$ cat config.mk
export PLATFORM = sky130hd
export DESIGN_NAME = uart_tx_ctrl
export DESIGN_NICKNAME = d
export VERILOG_FILES = /design/src/rtl/uart_tx_ctrl.sv
export SDC_FILE = /design/constraint.sdc
export NUM_CORES = 1
export LEC_CHECK = 0
export BUFFER_PORTS_ARGS = -buffer_cell sky130_fd_sc_hd__buf_2
export CORE_UTILIZATION = 30
export DETAILED_ROUTE_END_ITERATION = 8
export SYNTH_ARGS = -nofsm -noshare
export SYNTH_HDL_FRONTEND = slang
export SYNTH_SLANG_ARGS = --single-unit
export TNS_END_PERCENT = 10
$ cat constraint.sdc
create_clock -name clk -period 4.36 [get_ports clk]
set_input_delay 0.436 -clock clk [delete_from_list [all_inputs] [get_ports clk]]
set_output_delay 0.436 -clock clk [all_outputs]
set_load 0.01 [all_outputs]
$ cat src/rtl/uart_tx_ctrl.sv
// uart_tx_ctrl: UART transmitter (FSM, serializer, parity, registered TX line); define UART_TX_HOLD_EN for a one-entry holding register
module uart_tx_ctrl #(
  parameter int DATA_WIDTH = 8,
  parameter int STOP_BITS  = 1
) (
  input  logic                  clk,
  input  logic                  rstn,
  input  logic [DATA_WIDTH-1:0] p_data,
  input  logic                  data_valid,
  output logic                  data_ready,
  input  logic                  par_en,
  input  logic                  par_typ,
  output logic                  tx_out,
  output logic                  busy
);
  localparam int CW = $clog2(DATA_WIDTH + 1);
  localparam logic [2:0] IDLE = 3'd0, START = 3'd1, DATA = 3'd2, PARITY = 3'd3, STOP = 3'd4;
  logic [2:0] state_q, state_d;
  logic [DATA_WIDTH-1:0] shift_q, shift_d;
  logic [CW-1:0] cnt_q, cnt_d;
  logic pen_q, pen_d, par_q, par_d, tx_q, tx_d, busy_q, busy_d;
  logic idle, last_stop, accept, load;
  logic [DATA_WIDTH-1:0] src_data;
  logic src_pen, src_typ;
  assign idle      = state_q == IDLE;
  assign last_stop = (state_q == STOP) && (cnt_q == CW'(STOP_BITS - 1));
  assign accept    = data_valid & data_ready;
  assign tx_out    = tx_q;
  assign busy      = busy_q;
`ifdef UART_TX_HOLD_EN
  logic [DATA_WIDTH-1:0] hold_data_q;
  logic hold_pen_q, hold_typ_q, hold_full_q, hold_go, fill;
  assign data_ready = !hold_full_q;
  assign hold_go    = hold_full_q & (idle | last_stop);
  assign fill       = accept & !idle;
  assign load       = hold_go | (accept & idle);
  assign src_data   = hold_go ? hold_data_q : p_data;
  assign src_pen    = hold_go ? hold_pen_q : par_en;
  assign src_typ    = hold_go ? hold_typ_q : par_typ;
  // Holding register: filled by an accept during a frame, emptied when its frame starts
  always_ff @(posedge clk or negedge rstn)
    if (!rstn) begin
      hold_full_q <= 1'b0;
      hold_data_q <= '0;
      hold_pen_q  <= 1'b0;
      hold_typ_q  <= 1'b0;
    end else begin
      if (fill) begin
        hold_data_q <= p_data;
        hold_pen_q  <= par_en;
        hold_typ_q  <= par_typ;
      end
      hold_full_q <= fill | (hold_full_q & !hold_go);
    end
`else
  assign data_ready = idle;
  assign load       = accept;
  assign src_data   = p_data;
  assign src_pen    = par_en;
  assign src_typ    = par_typ;
`endif
  // Next-state: frame sequencing, serializer shift and per-frame latching of data/parity
  always_comb begin
    state_d = state_q;
    shift_d = shift_q;
    cnt_d   = cnt_q;
    pen_d   = pen_q;
    par_d   = par_q;
    case (state_q)
      IDLE: state_d = IDLE;
      START: begin
        state_d = DATA;
        cnt_d   = '0;
      end
      DATA: begin
        shift_d = shift_q >> 1;
        cnt_d   = cnt_q + 1'b1;
        if (cnt_q == CW'(DATA_WIDTH - 1)) begin
          state_d = pen_q ? PARITY : STOP;
          cnt_d   = '0;
        end
      end
      PARITY: begin
        state_d = STOP;
        cnt_d   = '0;
      end
      STOP: begin
        cnt_d = cnt_q + 1'b1;
        if (last_stop) begin
          state_d = IDLE;
          cnt_d   = '0;
        end
      end
      default: state_d = IDLE;
    endcase
    if (load) begin
      state_d = START;
      shift_d = src_data;
      pen_d   = src_pen;
      par_d   = ^src_data ^ src_typ;
      cnt_d   = '0;
    end
  end
  // Line level follows the upcoming state so tx_out changes on the same edge as the state
  assign tx_d   = state_d == START ? 1'b0 : state_d == DATA ? shift_d[0] : state_d == PARITY ? par_d : 1'b1;
  assign busy_d = state_d != IDLE;
  // State and datapath registers; reset abandons any frame and idles the line high
  always_ff @(posedge clk or negedge rstn)
    if (!rstn) begin
      state_q <= IDLE;
      shift_q <= '0;
      cnt_q   <= '0;
      pen_q   <= 1'b0;
      par_q   <= 1'b0;
      tx_q    <= 1'b1;
      busy_q  <= 1'b0;
    end else begin
      state_q <= state_d;
      shift_q <= shift_d;
      cnt_q   <= cnt_d;
      pen_q   <= pen_d;
      par_q   <= par_d;
      tx_q    <= tx_d;
      busy_q  <= busy_d;
    end
endmodule

* Yosys cells after proc, flatten, opt, wreduce, memory -nomap -nowiden
Index checks and enable logic that the tools add are counted.
Storage, ports and cells: flip-flop bits (word level) 19, bits in latches 0, memory bits (writable) 0, memory bits (read-only) 0, bits of input ports 13, output and inout bits 3, logic and storage cells 42, memories kept 0
Operators by class: $add $sub $neg 1, $mul 0, divide/modulo/power cells 0, order comparisons 0, equality and inequality tests 8, shift operators 0, mux-type cells 15, bitwise logic cells 2, reductions and logical operators 8
Operators with widths (count):
- $mux W8 | 2
- $eq A3 B2 Y1 const B | 4
- $mux W3 | 4
- $mux W4 | 3
- $pmux W3 S4 | 1
- $pmux W4 S3 | 1
- $reduce_xor A8 Y1 | 1
- $eq A3 B1 Y1 const B | 2
- $add A4 B1 Y4 const B | 1
- $eq A4 B3 Y1 const B | 1
- $logic_not A4 Y1 | 1
- $mux W1 | 4
- $reduce_bool A4 Y1 | 1
- $eq A3 B3 Y1 const B | 1
- $logic_not A3 Y1 | 1
- $reduce_bool A3 Y1 | 1
- $reduce_bool A2 Y1 | 1
- $reduce_or A2 Y1 | 1
- $and A1 B1 Y1 | 1
- $logic_and A1 B1 Y1 | 1
- $xor A1 B1 Y1 | 1

* Depth between registers and ports, before layout
depth in word-level cells 9, mapped depth 6, depth with buffers taken out 6

* Least setup slack after synthesis
Ideal clock, no wire load.
path kind register -> register, from register cnt_q[1], to register cnt_q[3], setup time 118 ps, arrival time 1408 ps, required time 4242 ps, setup slack 2834 ps, cell stages (with the launch flop) 7, buffers on the path 0, period minus slack after synthesis 1526 ps, path through dfrtp_1 inv_1 ha_1 or3b_4 a2bb2oi_4 o21ai_1 a21o_1
On the way: longest elaborated chain between the ends 5, elaborated cells between the ends (all ways) 8, classes of those cells add/sub (1); eq/ne (1); mux (4); reduce/logical (2)
Ends and longest elaborated chain:
- start, declared | RTL line 20 | logic [CW-1:0] cnt_q, cnt_d;
- start signal, assigned | RTL line 120 | cnt_q <= cnt_d;
- branches (longest 3 deep; another with $add A4 B1 Y4)
- $pmux W4 S3 * | RTL line 69 | case (state_q)
- $mux W4 * | RTL line 96 | if (load) begin
Mark *: on every way between the ends. A chain may end at the register's enable or synchronous reset.

* Worst setup path in the final report
from register state_q[2], to output port data_ready
On the way: longest elaborated chain between the ends 1
Ends and longest elaborated chain:
- start, declared | RTL line 18 | logic [2:0] state_q, state_d;
- start signal, assigned | RTL line 118 | state_q <= state_d;
- $logic_not A3 Y1 | RTL line 25 | assign idle = state_q == IDLE;
- end, declared | RTL line 10 | output logic data_ready,
No other way between the ends.

==> results.tsv <==
stage	metric	value	unit
min_path	min-delay worst type	input pin to asynchronous set/reset pin	
logic_synthesis	flop and latch count out of synthesis	19	
finish	Antenna Diode Count	0	
sta	share of the clock period used by the worst path	40.68	%
clock_tree	Root Buffer Master	sky130_fd_sc_hd__clkbuf_4	
global_route	wire length of the first global-routing pass	3650	um
logic_synthesis	Yosys cell types	33	
finish	summed area of non-filler cells in the final layout	1227	sq um
detailed_routing	post-detailed-route count of antenna-violating nets	0	
sta	worst slew margin relative to its limit	57.85	%
logic_synthesis	post-synth net total	120	
power_and_ir_drop	Comb power frac	48.2	%
detailed_routing	number of detailed-routing iterations run before antenna repair	5	
finish	most frequent standard cell in the layout excluding fill and tap cells	sky130_fd_sc_hd__nand2_1	
place	worst slack at placement	2.646	ns
power_and_ir_drop	power spent charging and discharging nets	370.6	uW
floorplan	Cell Rows	21	
place	HPWL reported at the end of detailed placement	1576	um
logic_synthesis	cell area after technology mapping	1096	sq um
sta	Worst Max-Slew Pin Slew	0.6296	ns
clock_tree	clock tree from TritonCTS	done	
floorplan	DIE AREA	3899	sq um
setup_path	series of cell instances along the critical path	nor3_1 -> buf_2	
detailed_routing	Iteration-0 DRC Markers	38	
sta	number of pins with negative max-slew slack in the final report	0	
power_and_ir_drop	internal power	494.4	uW
setup_path	startpoint type of the worst setup path	flop	
logic_synthesis	count of warnings emitted by yosys	0	
setup_path	slowest stage delay, CP	0.58	ns
run_status	result of the run	finished clean	
logic_synthesis	sequential share of the synthesized area	43.49	%
power_and_ir_drop	leakage power	0.5848	nW
place	final weighted congestion of routability-driven global placement	0.7282	
global_route	largest net degree at the start of global routing	20	
global_route	number of antenna violations at the first check in global routing	0	
clock_tree	post-CTS setup repair buffer count	0	
setup_path	maximum fanout along the worst path	14	
detailed_routing	average routed wire per standard cell	12.61	um
sta	maximum frequency from static timing analysis	0.5638	GHz
place	total instance count after detailed placement	162	
global_route	via count of the first global-routing pass	763	
setup_path	slowest cell on the critical path	sky130_fd_sc_hd__dfrtp_1	
sta	smallest hold slack	0.04964	ns
floorplan	die height	62.45	um
logic_synthesis	Synth Instances	105	
clock_tree	buffers from clock root to sink, at most	2	
sta	post-layout min period	1.774	ns
floorplan	Initial Util	32.09	%
setup_path	required time of the critical path	3.92	ns
clock_tree	TritonCTS Buffers	3	
power_and_ir_drop	peak ir drop on the vdd network	230.0	uV
sta	final total negative setup slack	0	ns
detailed_routing	DRC viols	0	
detailed_routing	total number of vias	813	
setup_path	buffer and inverter count on the worst path	1	
floorplan	overall die width	62.45	um
place	IO buf count	15	
logic_synthesis	average instance area after synthesis	10.44	sq um
setup_path	number of stages on the worst setup path	2	
clock_tree	Post-CTS Hold Buffers	0	
setup_path	kind of critical path	flop to primary output	
flow_run	maximum capacitance violations	0	
global_route	global-route usage over all layers	12.28	%
finish	fraction of final layout cells sized beyond drive strength 1	26.67	%
power_and_ir_drop	switching fraction of total power	42.84	%
sta	RSZ-0062 raised after global routing	false	
finish	P&R area growth vs syn	11.99	%
sta	setup violation total in the final timing report	0	
finish	most used cells in the layout excluding fill and tap cells	sky130_fd_sc_hd__nand2_1 (21), sky130_fd_sc_hd__dfrtp_1 (18), sky130_fd_sc_hd__buf_2 (15), sky130_fd_sc_hd__a22oi_1 (7)	
clock_tree	Worst-path clk slew	0.12	ns
finish	nets	136	
floorplan	count of pins on the block boundary	16	
detailed_routing	via/cell ratio	4.898	
setup_path	WP data arrival	1.34	ns
power_and_ir_drop	share of total power in the clock network	10.7	%
power_and_ir_drop	P per Cell Area	704.7	nW/um^2
finish	number of fill cells in the layout	368	
finish	fin cells	166	
sta	Setup Skew	0.008306	ns
floorplan	Placeable Area	3416	sq um
setup_path	number of cells on the worst reg-to-reg path	4	
clock_tree	PostCTS Resize Cnt	0	
sta	final worst slack	2.586	ns
clock_tree	Sinks on Clock Net	19	
setup_path	CP endpoint kind	primary output	
clock_tree	clock latency reported for the late side of the worst-skew pair	0.30	ns
clock_tree	H-tree depth	1	
power_and_ir_drop	register share of total power	41.1	%
place	placed standard-cell area	1200	sq um
sta	final count of hold timing violations	0	
setup_path	cell family contributing the most delay on the critical path	flip-flops	
global_route	total congestion overflow after global routing	0	
detailed_routing	Routed WL	2094	um
-- cell type report --
class / instances / area [sq um] / share of cell area, %
Multi-Input combinational cell: 79 / 579.3 / 47.20
Inverter: 3 / 11.26 / 0.9174
Sequential cell: 19 / 476.7 / 38.84
Clock buffer: 3 / 22.52 / 1.835
Clock inverter: 1 / 5.005 / 0.4077
Tap cell: 46 / 57.56 / 4.689
Timing Repair Buffer: 15 / 75.07 / 6.116
-- worst reg2reg max path, cell delays in order (launching register included) --
cell and delay, ns:
sky130_fd_sc_hd__dfrtp_1 0.54, sky130_fd_sc_hd__nor4b_4 0.67, sky130_fd_sc_hd__nor2_1 0.24, sky130_fd_sc_hd__nand2_1 0.12, sky130_fd_sc_hd__nand2_1 0.06
-- worst paths after layout --
kind / from / end / slack [ns]
max: state_q[2] / data_ready / 2.59
min: rstn / cnt_q[3] / 0.05
max reg2reg: state_q[1] / shift_q[5] / 2.63
min reg2reg: shift_q[6] / shift_q[6] / 0.50
max in group asynchronous: rstn / tx_out / 3.98
min in group clk: par_en / pen_q / 0.34
-- routing by layer --
metal  global-route usage [%]  share of wire [%]  vias to the layer above
li1                         -                  -                      399
met1                    15.26                 47                      393
met2                    20.79                 49                       19
met3                    3.832                3.2                        2
met4                    2.616               0.62                        0
met5                        0                  0                        -
-- stage by stage --
| stage | power, mW | util (%) |
|---|---|---|
| after floorplan | 0.6949 | - |
| after global placement | 0.7663 | 35.13 |
| after detailed placement | 0.7799 | 35.13 |
| after CTS | 0.8747 | 35.93 |
| after global routing | 0.9516 | 35.93 |
| final | 0.8650 | 35.93 |
-- sequential cells by signal (all words and copies together) (netlist names) --
register	count
pen_q	1
shift_q	8
cnt_q	4
busy	1
tx_out	1
par_q	1
state_q	3
-- cells by family (layout without fill, tap and decap cells) --
kind of cell,count (synthesis),count (layout),share of synthesized area [%]
AND/OR/NAND/NOR,40,40,22.03
XOR/XNOR,7,7,6.849
flip-flops,19,19,43.49
buffers and inverters,7,22,3.653
multiplexers,6,6,5.822
AO/OA/AOI/OAI,24,24,15.87
adder cells (fa/ha/maj),2,2,2.283
-- cells in the mapped netlist --
master | n | share of area, %
sky130_fd_sc_hd__o21ai_0 | 4 | 1.8
sky130_fd_sc_hd__nand3_1 | 1 | 0.46
sky130_fd_sc_hd__nor2_2 | 1 | 0.57
sky130_fd_sc_hd__a21oi_1 | 3 | 1.4
sky130_fd_sc_hd__mux2i_1 | 5 | 4.6
sky130_fd_sc_hd__buf_6 | 1 | 1.0
sky130_fd_sc_hd__o21ai_1 | 4 | 1.8
sky130_fd_sc_hd__dfstp_2 | 1 | 2.4
sky130_fd_sc_hd__xnor2_1 | 4 | 3.2
sky130_fd_sc_hd__nand2_1 | 21 | 7.2
sky130_fd_sc_hd__or3b_4 | 2 | 2.1
sky130_fd_sc_hd__o2111ai_1 | 1 | 0.80
sky130_fd_sc_hd__buf_4 | 1 | 0.69
sky130_fd_sc_hd__xor2_1 | 2 | 1.6
sky130_fd_sc_hd__nor4b_4 | 1 | 2.2
sky130_fd_sc_hd__inv_1 | 3 | 1.0
sky130_fd_sc_hd__and3b_2 | 1 | 0.91
sky130_fd_sc_hd__nor3b_2 | 4 | 4.6
sky130_fd_sc_hd__nand2b_1 | 1 | 0.57
sky130_fd_sc_hd__a22oi_1 | 7 | 4.8
sky130_fd_sc_hd__and3_2 | 1 | 0.69
sky130_fd_sc_hd__a21o_1 | 2 | 1.4
sky130_fd_sc_hd__dfrtp_1 | 18 | 41
sky130_fd_sc_hd__nor3b_1 | 1 | 0.69
sky130_fd_sc_hd__xnor3_1 | 1 | 2.1
sky130_fd_sc_hd__mux2i_2 | 1 | 1.3
sky130_fd_sc_hd__a22o_1 | 1 | 0.80
sky130_fd_sc_hd__a2bb2oi_4 | 1 | 2.4
sky130_fd_sc_hd__buf_2 | 2 | 0.91
sky130_fd_sc_hd__nor2_1 | 5 | 1.7
sky130_fd_sc_hd__a211oi_1 | 1 | 0.69
sky130_fd_sc_hd__nor3_1 | 1 | 0.46
sky130_fd_sc_hd__ha_1 | 2 | 2.3
-- power groups by stage --
stage | sequential, mW | clock [mW] | combinational [mW]
final | 0.355 | 0.0925 | 0.417
after global routing | 0.372 | 0.105 | 0.475
after CTS | 0.356 | 0.0976 | 0.421
after detailed placement | 0.360 | 0 | 0.420
after global placement | 0.356 | 0 | 0.410
after floorplan | 0.313 | 0 | 0.382
No activity file was read; power rests on OpenSTA's default activity.
